[src/rtl/dir_button_conditioner_if.sv]
// Raw direction buttons plus move handshake in, one-hot move pulses and status out.
// master drives buttons/move_ready (board side); slave is the conditioner.
interface dir_button_conditioner_if;
  logic BtnU;
  logic BtnD;
  logic BtnL;
  logic BtnR;
  logic move_ready;
  logic up;
  logic down;
  logic left;
  logic right;
  logic pending;
  logic overrun;

  modport master (
    output BtnU, BtnD, BtnL, BtnR, move_ready,
    input  up, down, left, right, pending, overrun
  );

  modport slave (
    input  BtnU, BtnD, BtnL, BtnR, move_ready,
    output up, down, left, right, pending, overrun
  );
endinterface

[src/rtl/dir_button_conditioner.sv]
// Sync + debounce four buttons into one-hot registered move pulses, DEBOUNCE_CYCLES+3 latency;
// one pending move waits for move_ready, further presses raise overrun. AUTO_REPEAT_EN adds held repeat.
module dir_button_conditioner #(
  parameter int DEBOUNCE_CYCLES = 500000,
  parameter int REPEAT_CYCLES   = 25000000,
  parameter int CNT_W           = 26
) (
  input logic                      Clk,
  input logic                      Reset,
  dir_button_conditioner_if.slave  bus
);

  typedef enum logic [1:0] {IDLE, DEB_PRESS, HELD, DEB_REL} deb_state_t;

  localparam logic [CNT_W-1:0] ONE  = CNT_W'(1);
  localparam logic [CNT_W-1:0] LAST = CNT_W'(DEBOUNCE_CYCLES - 1);

  if (DEBOUNCE_CYCLES < 2 || REPEAT_CYCLES < 1) begin : g_bad_params
    $error("dir_button_conditioner: DEBOUNCE_CYCLES must be >= 2 and REPEAT_CYCLES >= 1");
  end

  // bit order everywhere: 0=U, 1=D, 2=L, 3=R (also the priority order)
  logic [3:0] raw;
  logic [3:0] sync1;
  logic [3:0] sync2;
  logic [3:0] press_evt;

  assign raw = {bus.BtnR, bus.BtnL, bus.BtnD, bus.BtnU};

  always_ff @(posedge Clk or negedge Reset) begin
    if (!Reset) begin
      sync1 <= '0;
      sync2 <= '0;
    end else begin
      sync1 <= raw;
      sync2 <= sync1;
    end
  end

  for (genvar i = 0; i < 4; i++) begin : g_btn
    deb_state_t       state;
    logic [CNT_W-1:0] cnt;
    logic             evt;
`ifdef AUTO_REPEAT_EN
    localparam logic [CNT_W-1:0] RLAST = CNT_W'(REPEAT_CYCLES - 1);
    logic [CNT_W-1:0] rcnt;
`endif

    always_ff @(posedge Clk or negedge Reset) begin
      if (!Reset) begin
        state <= IDLE;
        cnt   <= '0;
        evt   <= 1'b0;
`ifdef AUTO_REPEAT_EN
        rcnt  <= '0;
`endif
      end else begin
        evt <= 1'b0;
        case (state)
          IDLE: if (sync2[i]) begin
            state <= DEB_PRESS;
            cnt   <= ONE;
          end
          DEB_PRESS: if (!sync2[i]) begin
            state <= IDLE;
            cnt   <= '0;
          end else if (cnt == LAST) begin
            state <= HELD;
            cnt   <= '0;
            evt   <= 1'b1;
          end else begin
            cnt <= cnt + ONE;
          end
          HELD: if (!sync2[i]) begin
            state <= DEB_REL;
            cnt   <= ONE;
`ifdef AUTO_REPEAT_EN
            rcnt  <= '0;
          end else if (rcnt == RLAST) begin
            rcnt <= '0;
            evt  <= 1'b1;
          end else begin
            rcnt <= rcnt + ONE;
`endif
          end
          DEB_REL: if (sync2[i]) begin
            state <= HELD;
            cnt   <= '0;
          end else if (cnt == LAST) begin
            state <= IDLE;
            cnt   <= '0;
          end else begin
            cnt <= cnt + ONE;
          end
          default: state <= IDLE;
        endcase
      end
    end

    assign press_evt[i] = evt;
  end

  logic [3:0] win_oh;
  logic       cand_vld;
  logic [1:0] cand_dir;
  logic       lost;

  always_comb begin
    win_oh   = press_evt & (~press_evt + 4'd1);
    cand_vld = |press_evt;
    lost     = |(press_evt & ~win_oh);
    cand_dir = 2'd0;
    case (win_oh)
      4'b0010: cand_dir = 2'd1;
      4'b0100: cand_dir = 2'd2;
      4'b1000: cand_dir = 2'd3;
      default: cand_dir = 2'd0;
    endcase
  end

  logic       slot_vld;
  logic [1:0] slot_dir;
  logic       fire;
  logic       load_ok;
  logic       up_q, down_q, left_q, right_q, overrun_q;

  // a release on the same edge frees the slot for the incoming candidate
  assign fire    = slot_vld & bus.move_ready;
  assign load_ok = cand_vld & (~slot_vld | bus.move_ready);

  always_ff @(posedge Clk or negedge Reset) begin
    if (!Reset) begin
      slot_vld  <= 1'b0;
      slot_dir  <= 2'd0;
      up_q      <= 1'b0;
      down_q    <= 1'b0;
      left_q    <= 1'b0;
      right_q   <= 1'b0;
      overrun_q <= 1'b0;
    end else begin
      up_q      <= fire & (slot_dir == 2'd0);
      down_q    <= fire & (slot_dir == 2'd1);
      left_q    <= fire & (slot_dir == 2'd2);
      right_q   <= fire & (slot_dir == 2'd3);
      overrun_q <= lost | (cand_vld & ~load_ok);
      if (load_ok) begin
        slot_vld <= 1'b1;
        slot_dir <= cand_dir;
      end else if (fire) begin
        slot_vld <= 1'b0;
      end
    end
  end

  assign bus.up      = up_q;
  assign bus.down    = down_q;
  assign bus.left    = left_q;
  assign bus.right   = right_q;
  assign bus.pending = slot_vld;
  assign bus.overrun = overrun_q;

endmodule

[src/flat_wrapper.sv]
// flat-port wrapper written by rule: the top's interface ports become plain ports
module dir_button_conditioner_flat 
#(
  parameter int DEBOUNCE_CYCLES = 500000,
  parameter int REPEAT_CYCLES   = 25000000,
  parameter int CNT_W           = 26
)
  (Clk, Reset, bus_BtnU, bus_BtnD, bus_BtnL, bus_BtnR, bus_move_ready, bus_up, bus_down, bus_left, bus_right, bus_pending, bus_overrun);
  dir_button_conditioner_if bus_i ();
  input logic Clk;
  input logic Reset;
  input wire logic [$bits(bus_i.BtnU)-1:0] bus_BtnU;
  input wire logic [$bits(bus_i.BtnD)-1:0] bus_BtnD;
  input wire logic [$bits(bus_i.BtnL)-1:0] bus_BtnL;
  input wire logic [$bits(bus_i.BtnR)-1:0] bus_BtnR;
  input wire logic [$bits(bus_i.move_ready)-1:0] bus_move_ready;
  output wire logic [$bits(bus_i.up)-1:0] bus_up;
  output wire logic [$bits(bus_i.down)-1:0] bus_down;
  output wire logic [$bits(bus_i.left)-1:0] bus_left;
  output wire logic [$bits(bus_i.right)-1:0] bus_right;
  output wire logic [$bits(bus_i.pending)-1:0] bus_pending;
  output wire logic [$bits(bus_i.overrun)-1:0] bus_overrun;
  assign bus_i.BtnU = bus_BtnU;
  assign bus_i.BtnD = bus_BtnD;
  assign bus_i.BtnL = bus_BtnL;
  assign bus_i.BtnR = bus_BtnR;
  assign bus_i.move_ready = bus_move_ready;
  assign bus_up = bus_i.up;
  assign bus_down = bus_i.down;
  assign bus_left = bus_i.left;
  assign bus_right = bus_i.right;
  assign bus_pending = bus_i.pending;
  assign bus_overrun = bus_i.overrun;
  dir_button_conditioner #(.DEBOUNCE_CYCLES(DEBOUNCE_CYCLES), .REPEAT_CYCLES(REPEAT_CYCLES), .CNT_W(CNT_W)) u_core (.Clk(Clk), .Reset(Reset), .bus(bus_i));
endmodule
[config.mk]
export PLATFORM = sky130hd
export DESIGN_NAME = dir_button_conditioner_flat
export DESIGN_NICKNAME = d
export VERILOG_FILES = /design/src/rtl/dir_button_conditioner_if.sv /design/src/rtl/dir_button_conditioner.sv /design/src/flat_wrapper.sv
export SDC_FILE = /design/constraint.sdc
export NUM_CORES = 1
export LEC_CHECK = 0
export CAP_MARGIN = 10
export CELL_PAD_IN_SITES_DETAIL_PLACEMENT = 2
export CELL_PAD_IN_SITES_GLOBAL_PLACEMENT = 2
export CORE_MARGIN = 5
export CORE_UTILIZATION = 45
export CTS_BUF_LIST = sky130_fd_sc_hd__clkbuf_4
export CTS_CLUSTER_DIAMETER = 50
export CTS_CLUSTER_SIZE = 20
export DETAILED_ROUTE_END_ITERATION = 16
export GPL_TIMING_DRIVEN = 1
export MAX_ROUTING_LAYER = met4
export PLACE_DENSITY_LB_ADDON = 0.12
export SYNTH_ARGS = -nofsm -noshare
export SYNTH_HDL_FRONTEND = slang
export SYNTH_SLANG_ARGS = --single-unit
[constraint.sdc]
create_clock -name Clk -period 4.8 [get_ports Clk]
set_input_delay 0.48 -clock Clk [delete_from_list [all_inputs] [get_ports Clk]]
set_output_delay 0.48 -clock Clk [all_outputs]
set_load 0.005 [all_outputs]
# After elaboration in Yosys (flattened, before gate mapping)
# Cells that the tools add are included.
# classes
n_addsub	5
n_mul	0
n_div	0
order_cmp	0
eq_ne	38
shifts	0
mux	67
n_bitwise	15
reduce_logical	16
# ops
cell	n
26-bit two-way mux	20
26-bit one-hot mux with 4 select lines	4
26-bit by 1-bit adder with 26-bit output (second input constant)	4
26-bit by 19-bit == test with 1-bit output (second input constant)	4
2-bit two-way mux	24
2-bit one-hot mux with 4 select lines	4
2-bit == test (second input constant)	10
4-bit AND reduction	4
1-bit two-way mux	14
3-bit by 1-bit != test with 1-bit output (second input constant)	4
3-bit != test (second input constant)	4
2-bit by 1-bit == test with 1-bit output (second input constant)	5
2-bit zero test	5
4-bit AND	2
2-bit by 1-bit != test with 1-bit output (second input constant)	4
2-bit != test (second input constant)	4
4-bit inverter	2
2-bit AND reduction	4
4-bit OR reduction	2
1-bit AND	7
2-bit one-hot mux with 3 select lines	1
4-bit by 1-bit adder with 4-bit output (second input constant)	1
4-bit by 2-bit == test with 1-bit output (second input constant)	1
4-bit by 3-bit == test with 1-bit output (second input constant)	1
other kinds (4)	6
# word_totals
register_bits	132
latch_bits	0
ramBits	0
rom_bits	0
out_inout_bits	6
wordCells	162
mem_count	0

# Logic depth before layout (Yosys ltp)
# depth
depth_word	7
mapped_depth	8
ltp_nobuf	6

# Worst setup path before layout
# Ideal clock, no wire load.
# synth_path
path_type	reg2reg
start	register u_core.g_btn[0].cnt[0]
end	register u_core.g_btn[0].cnt[20]
t_arrival_ns	1.881
slack_ns	2.850
stages_incl_launch_ff	7
path_buffers	0
synth_period_minus_slack_ns	1.950
path_cell_list	dfrtp_1 ha_1 and4_1 and4_1 a21o_1 or4_1 nand3_1
# synth_via
elab_chain_len	4
elab_cells_between_ends	6
# synth_rtl
item	line_no	rtl
from (decl)	dir_button_conditioner.sv:42	logic [CNT_W-1:0] cnt;
from (signal assigned)	dir_button_conditioner.sv:72	cnt <= cnt + ONE;
from (signal assigned)	dir_button_conditioner.sv:93	cnt <= cnt + ONE;
26-bit by 1-bit adder with 26-bit output / 26-bit by 19-bit == test with 1-bit output (equally long branches)	n/a	
26-bit two-way mux (*)	dir_button_conditioner.sv:67, dir_button_conditioner.sv:89	
26-bit two-way mux, on equally long branches	dir_button_conditioner.sv:86, dir_button_conditioner.sv:64	
26-bit one-hot mux with 4 select lines (*)	dir_button_conditioner.sv:59	case (state)
# Every way passes the cells marked *; elsewhere a longest branch is shown, timed or not.
# A chain may end at the register's enable or synchronous reset.

# Worst setup path after layout
# layout_path
start	register u_core.g_btn[2].cnt[0]
end	register u_core.g_btn[2].cnt[9]
# layout_via
elab_chain_len	4
elab_cells_between_ends	6
# layout_rtl
item	line_no
from (decl)	dir_button_conditioner.sv:42
from (signal assigned)	dir_button_conditioner.sv:72
from (signal assigned)	dir_button_conditioner.sv:93
26-bit by 1-bit adder with 26-bit output / 26-bit by 19-bit == test with 1-bit output (equally long branches)	n/a
26-bit two-way mux (*)	dir_button_conditioner.sv:67, dir_button_conditioner.sv:89
26-bit two-way mux, on equally long branches	dir_button_conditioner.sv:86, dir_button_conditioner.sv:64
26-bit one-hot mux with 4 select lines (*)	dir_button_conditioner.sv:59
# Marked as above.

==> results by stage <==
Status:
- The run finished with clean final reports.

Worst setup path:
- The capture point of the worst reg-to-reg path is u_core.g_btn[2].cnt[9].
- The worst-path maximum fanout is 21.
- The last element of the critical path is u_core.g_btn[2].cnt[9].
- The internal reg-to-reg setup slack is between 2 and 2.5 ns.
- The critical path is of the register to register type.
- The signal on the critical path passes through ha_1, nand4_1, nor4_4, a21oi_2, buf_4, nand2_1, o31ai_1.
- The worst-case reg-to-reg path depth is 7.
- For this design, the slowest cell found on the critical path is a21oi_2.
- The kind of start point of the critical path is a register.
- The worst flop-to-flop path startpoint is u_core.g_btn[2].cnt[0].
- The kind of end point of the critical path is a register.
- The data arrival time of the critical path is around 3 ns.
- The launch point of the worst path is u_core.g_btn[2].cnt[0].
- Data on the critical path is required at its endpoint by about 5.3 ns.
- The largest stage delay on the critical path is roughly 0.67 ns.

Final layout:
- Once layout is complete, the utilization of the core stands at 0.480.
- The repair_antennas step left the layout with diodes totalling 0.
- Of the cells placed in the final design, the portion with a size suffix greater than 1 is 0.0799.
- The relative area change from synthesis to final layout is 5.65%.
- The number of nets in the layout is about 750.
- The finished layout holds roughly 970 standard cells, fillers aside.

Timing:
- The number of hold-slack violations in the final timing report came to 0.
- The final setup skew is 0.0229 ns.
- The ratio of final minimum period to clock period is 0.544.
- The worst path needs approximately 2.6 ns of the cycle, external delays included.
- Setup repair after global routing left no endpoint under its margin.
- The final count of pins violating max slew was 0.
- The final setup violation count is 0.
- Derived from the worst setup path, the maximum achievable clock frequency is approximately 380 MHz.
- The setup total negative slack is 0 ns.
- The slew at the pin with the worst max-slew slack is approximately 1 ns.
- The worst hold-check slack is around 0.37 ns.
- The worst pin sits at a relative slew slack of 0.328.

Run:
- The number of max-cap violations is 0.

Floorplan:
- In this run the count of I/O pins placed on the die edge is 13.
- The starting utilization of the core area is 0.455.
- The area of the core is roughly 16000 um^2.
- The overall die width is between 100 and 150 um.
- In this run the core area contains between 40 and 50 standard-cell rows.
- From bottom edge to top edge, the die measures 136 um.
- The floorplan step defined a die boundary enclosing between 15000 and 20000 um^2.

Route:
- The count of TritonRoute iterations in the first routing pass is 5.
- The initial DRC count is between 300 and 400.
- After detailed routing, the number of remaining DRC violations is 0.
- After detailed routing, the average wire length per cell comes to approximately 21 um.
- The mean number of vias per cell is between 6 and 7.
- The routed design has slightly above 20 mm of wire.
- The detailed-route via count is 6187.
- The count of nets left with antenna violations once routing finished came out at 0.

Synthesis:
- The synthesized design contains 0 enable-type register cells.
- The number of standard cells after synthesis is 750.
- Counting distinct cell types in the post-synthesis netlist gives between 60 and 70.
- The post-synthesis sequential area ratio is 0.461.
- The net count after synthesis is around 760.
- Synthesis inferred 132 register bits.
- In the post-synthesis netlist, the biggest area contributors are dfrtp_1 (46%), a31oi_1 (6.8%), nand2_1 (4.3%), a21oi_1 (2.9%), nand3_1 (2.9%).
- Among all flip-flop cells after synthesis, the most frequent one is dfrtp_1.
- Of the post-synthesis cell area, the dominant cell type holds 0.461.
- The mapped cell area is 7170 um^2.
- For this run, the number of Yosys warnings is 0.
- The share of synthesized flip-flops with an asynchronous set or reset is 1.00.
- The average instance in the mapped netlist occupies approximately 9.6 um^2.
- Of all cell types, the one taking the most synthesized area is dfrtp_1.

Global route:
- Entering global routing, the biggest net connects 85 pins.
- The via count of the first global-routing pass is ~6700.
- The initial antenna violation count is 0.
- The first global-routing pass estimated about 35 mm of wire.
- The total routing usage reported by global routing is 0.237.
- After global routing the overflow that remains totals 0.

CTS:
- The clock passes through at most 2 buffers.
- TritonCTS built the clock tree.
- The clock transition time at the flip-flop clock pins of the worst setup and hold paths is 0.11 ns.
- The depth of the CTS H-tree is 4.
- Post-CTS repair changed the size of 0 cells.
- The clock sink count is about 130.
- The tree is rooted in a clkbuf_4.
- The clock latency at the later pin of the worst-skew pair is 0.54 ns.
- Counting the buffers created by CTS gives 17.
- The number of buffers inserted to repair setup after CTS is 0.

Power:
- The reported leakage power is 3.27 nW.
- Power spread over the standard cell area amounts to 298 nW/um^2.
- The peak supply drop is 0.178 mV.
- The design draws approximately 2.3 mW.

Min path:
- The worst min-delay path category is register to register.
- The worst hold path stage count is 0.
- The startpoint identified for the worst hold timing path is u_core.sync1[0].

Placement:
- The weighted congestion at the end of routability-driven global placement is about 0.82.
- The number of port buffers is 12.
- The final HPWL from detailed placement is approximately 14 mm.
- After detailed placement, the design holds a cell count of about 940.
[worst min-delay path by stage]
stage | end | slack, ns
2_1_floorplan | async pin | 0.18
5_1_grt | u_core.sync1[2] | 0.32
4_1_cts | u_core.sync1[2] | 0.33
3_5_place_dp | u_core.sync2[0] | 0.34
3_3_place_gp | u_core.sync2[0] | 0.33
6_report | u_core.sync2[0] | 0.37
[cells by family after synthesis]
group / Yosys count / synth area share
xor+xnor: 6 / 0.00733
fa+ha+maj: 5 / 0.00838
compound gates: 228 / 0.213
buf+inv: 55 / 0.0398
simple gates: 316 / 0.259
flops: 132 / 0.461
mux: 8 / 0.0119
[placed cells by master, fill, tap and decap left out, drive strengths merged, types with 2 or more instances in the layout]
master	n
nor3	15
buf	5
o21a	6
a41oi	18
a21oi	43
o21ba	2
o211ai	5
nand2b	17
or4	4
inv	10
and2	7
xor2	5
a22o	9
and3	22
and4	20
a21o	22
nor4	21
nand4	34
o31ai	4
a31oi	79
nand3	41
dfrtp	132
a21boi	4
ha	4
or3	2
o21ai	25
clkdlybuf4s50	11
nor3b	3
mux2i	4
clkbuf	21
a221o	2
or2	5
clkinv	7
nor4b	7
nor2	33
mux2	4
nand2	82
[state kept, by name, summed over array words and instances (netlist names), named ones only]
register and count:
u_core.sync2 4, u_core.bus.up 1, u_core.bus.pending 1, u_core.slot_dir 2, u_core.g_btn.state 4, u_core.bus.down 1, u_core.bus.left 1, u_core.g_btn.cnt 104
u_core.bus.overrun 1, u_core.sync1 4, u_core.bus.right 1, u_core.g_btn.evt 4
[Yosys cell counts, types with 4 or more instances]
library cell,n
a41oi_1,18
or2_2,5
a21oi_1,42
a21o_1,22
nand2_1,82
ha_1,4
nand2b_1,17
nand4_1,29
o31ai_1,4
and3_1,22
and2_1,7
nor4_4,7
buf_2,18
o21a_1,6
o211ai_1,5
nand3_1,41
a22o_1,9
nor3_1,15
nor2_1,33
nor4b_1,6
clkbuf_1,15
nor4_1,13
inv_1,10
mux2i_1,4
xor2_1,5
a31oi_1,78
dfrtp_1,132
buf_6,5
o21ai_0,23
and4_1,20
a21boi_0,4
buf_4,4
nand4_2,5
[report_power, final]
group	total [mW]	switching, mW	internal (mW)
logic	0.386	0.257	0.129
registers	1.26	0.0968	1.16
clock network	0.612	0.401	0.211
total	2.26	0.755	1.50
[layout make-up]
type / count / area, um^2
clock buffer: 21 / 158
clock inverter: 8 / 40.0
timing repair buffer: 17 / 181
sequential: 132 / 3300
tap: 216 / 270
inverter: 10 / 37.5
multi-input combinational: 563 / 3580
fill: 1703 / 8200
[worst max-delay path, delay by kind of cell, from the launching register on]
kind / cells / cell delay [ns]
AOI/OAI and AO/OA: 2 / 0.91
DFF: 1 / 0.47
buffers and inverters: 1 / 0.38
adders and majority gates: 1 / 0.30
and+or+nand+nor: 3 / 0.47
[metal layers]
metal / GRT usage / wire (um)
met1: 0.310 / 9610
met2: 0.391 / 10200
met3: 0.0403 / 419
met4: 0.0487 / 129
met5: - / 0
[repair_timing]
item / in CTS / in global routing
hold buffers: 1 / 0
endpoints found under the setup margin: 0 / 0
hold endpoints to repair: 21 / 0
[per-stage QoR]
step | setup slack [ns] | instance area [um^2]
finish | 2.19 | 7570
global route | 1.96 | 7570
CTS | 2.08 | 7550
detailed placement | 2.12 | 7340
global placement | 2.34 | 7340
floorplan | 2.85 | 7170
No activity file was read; power rests on OpenSTA's default activity.
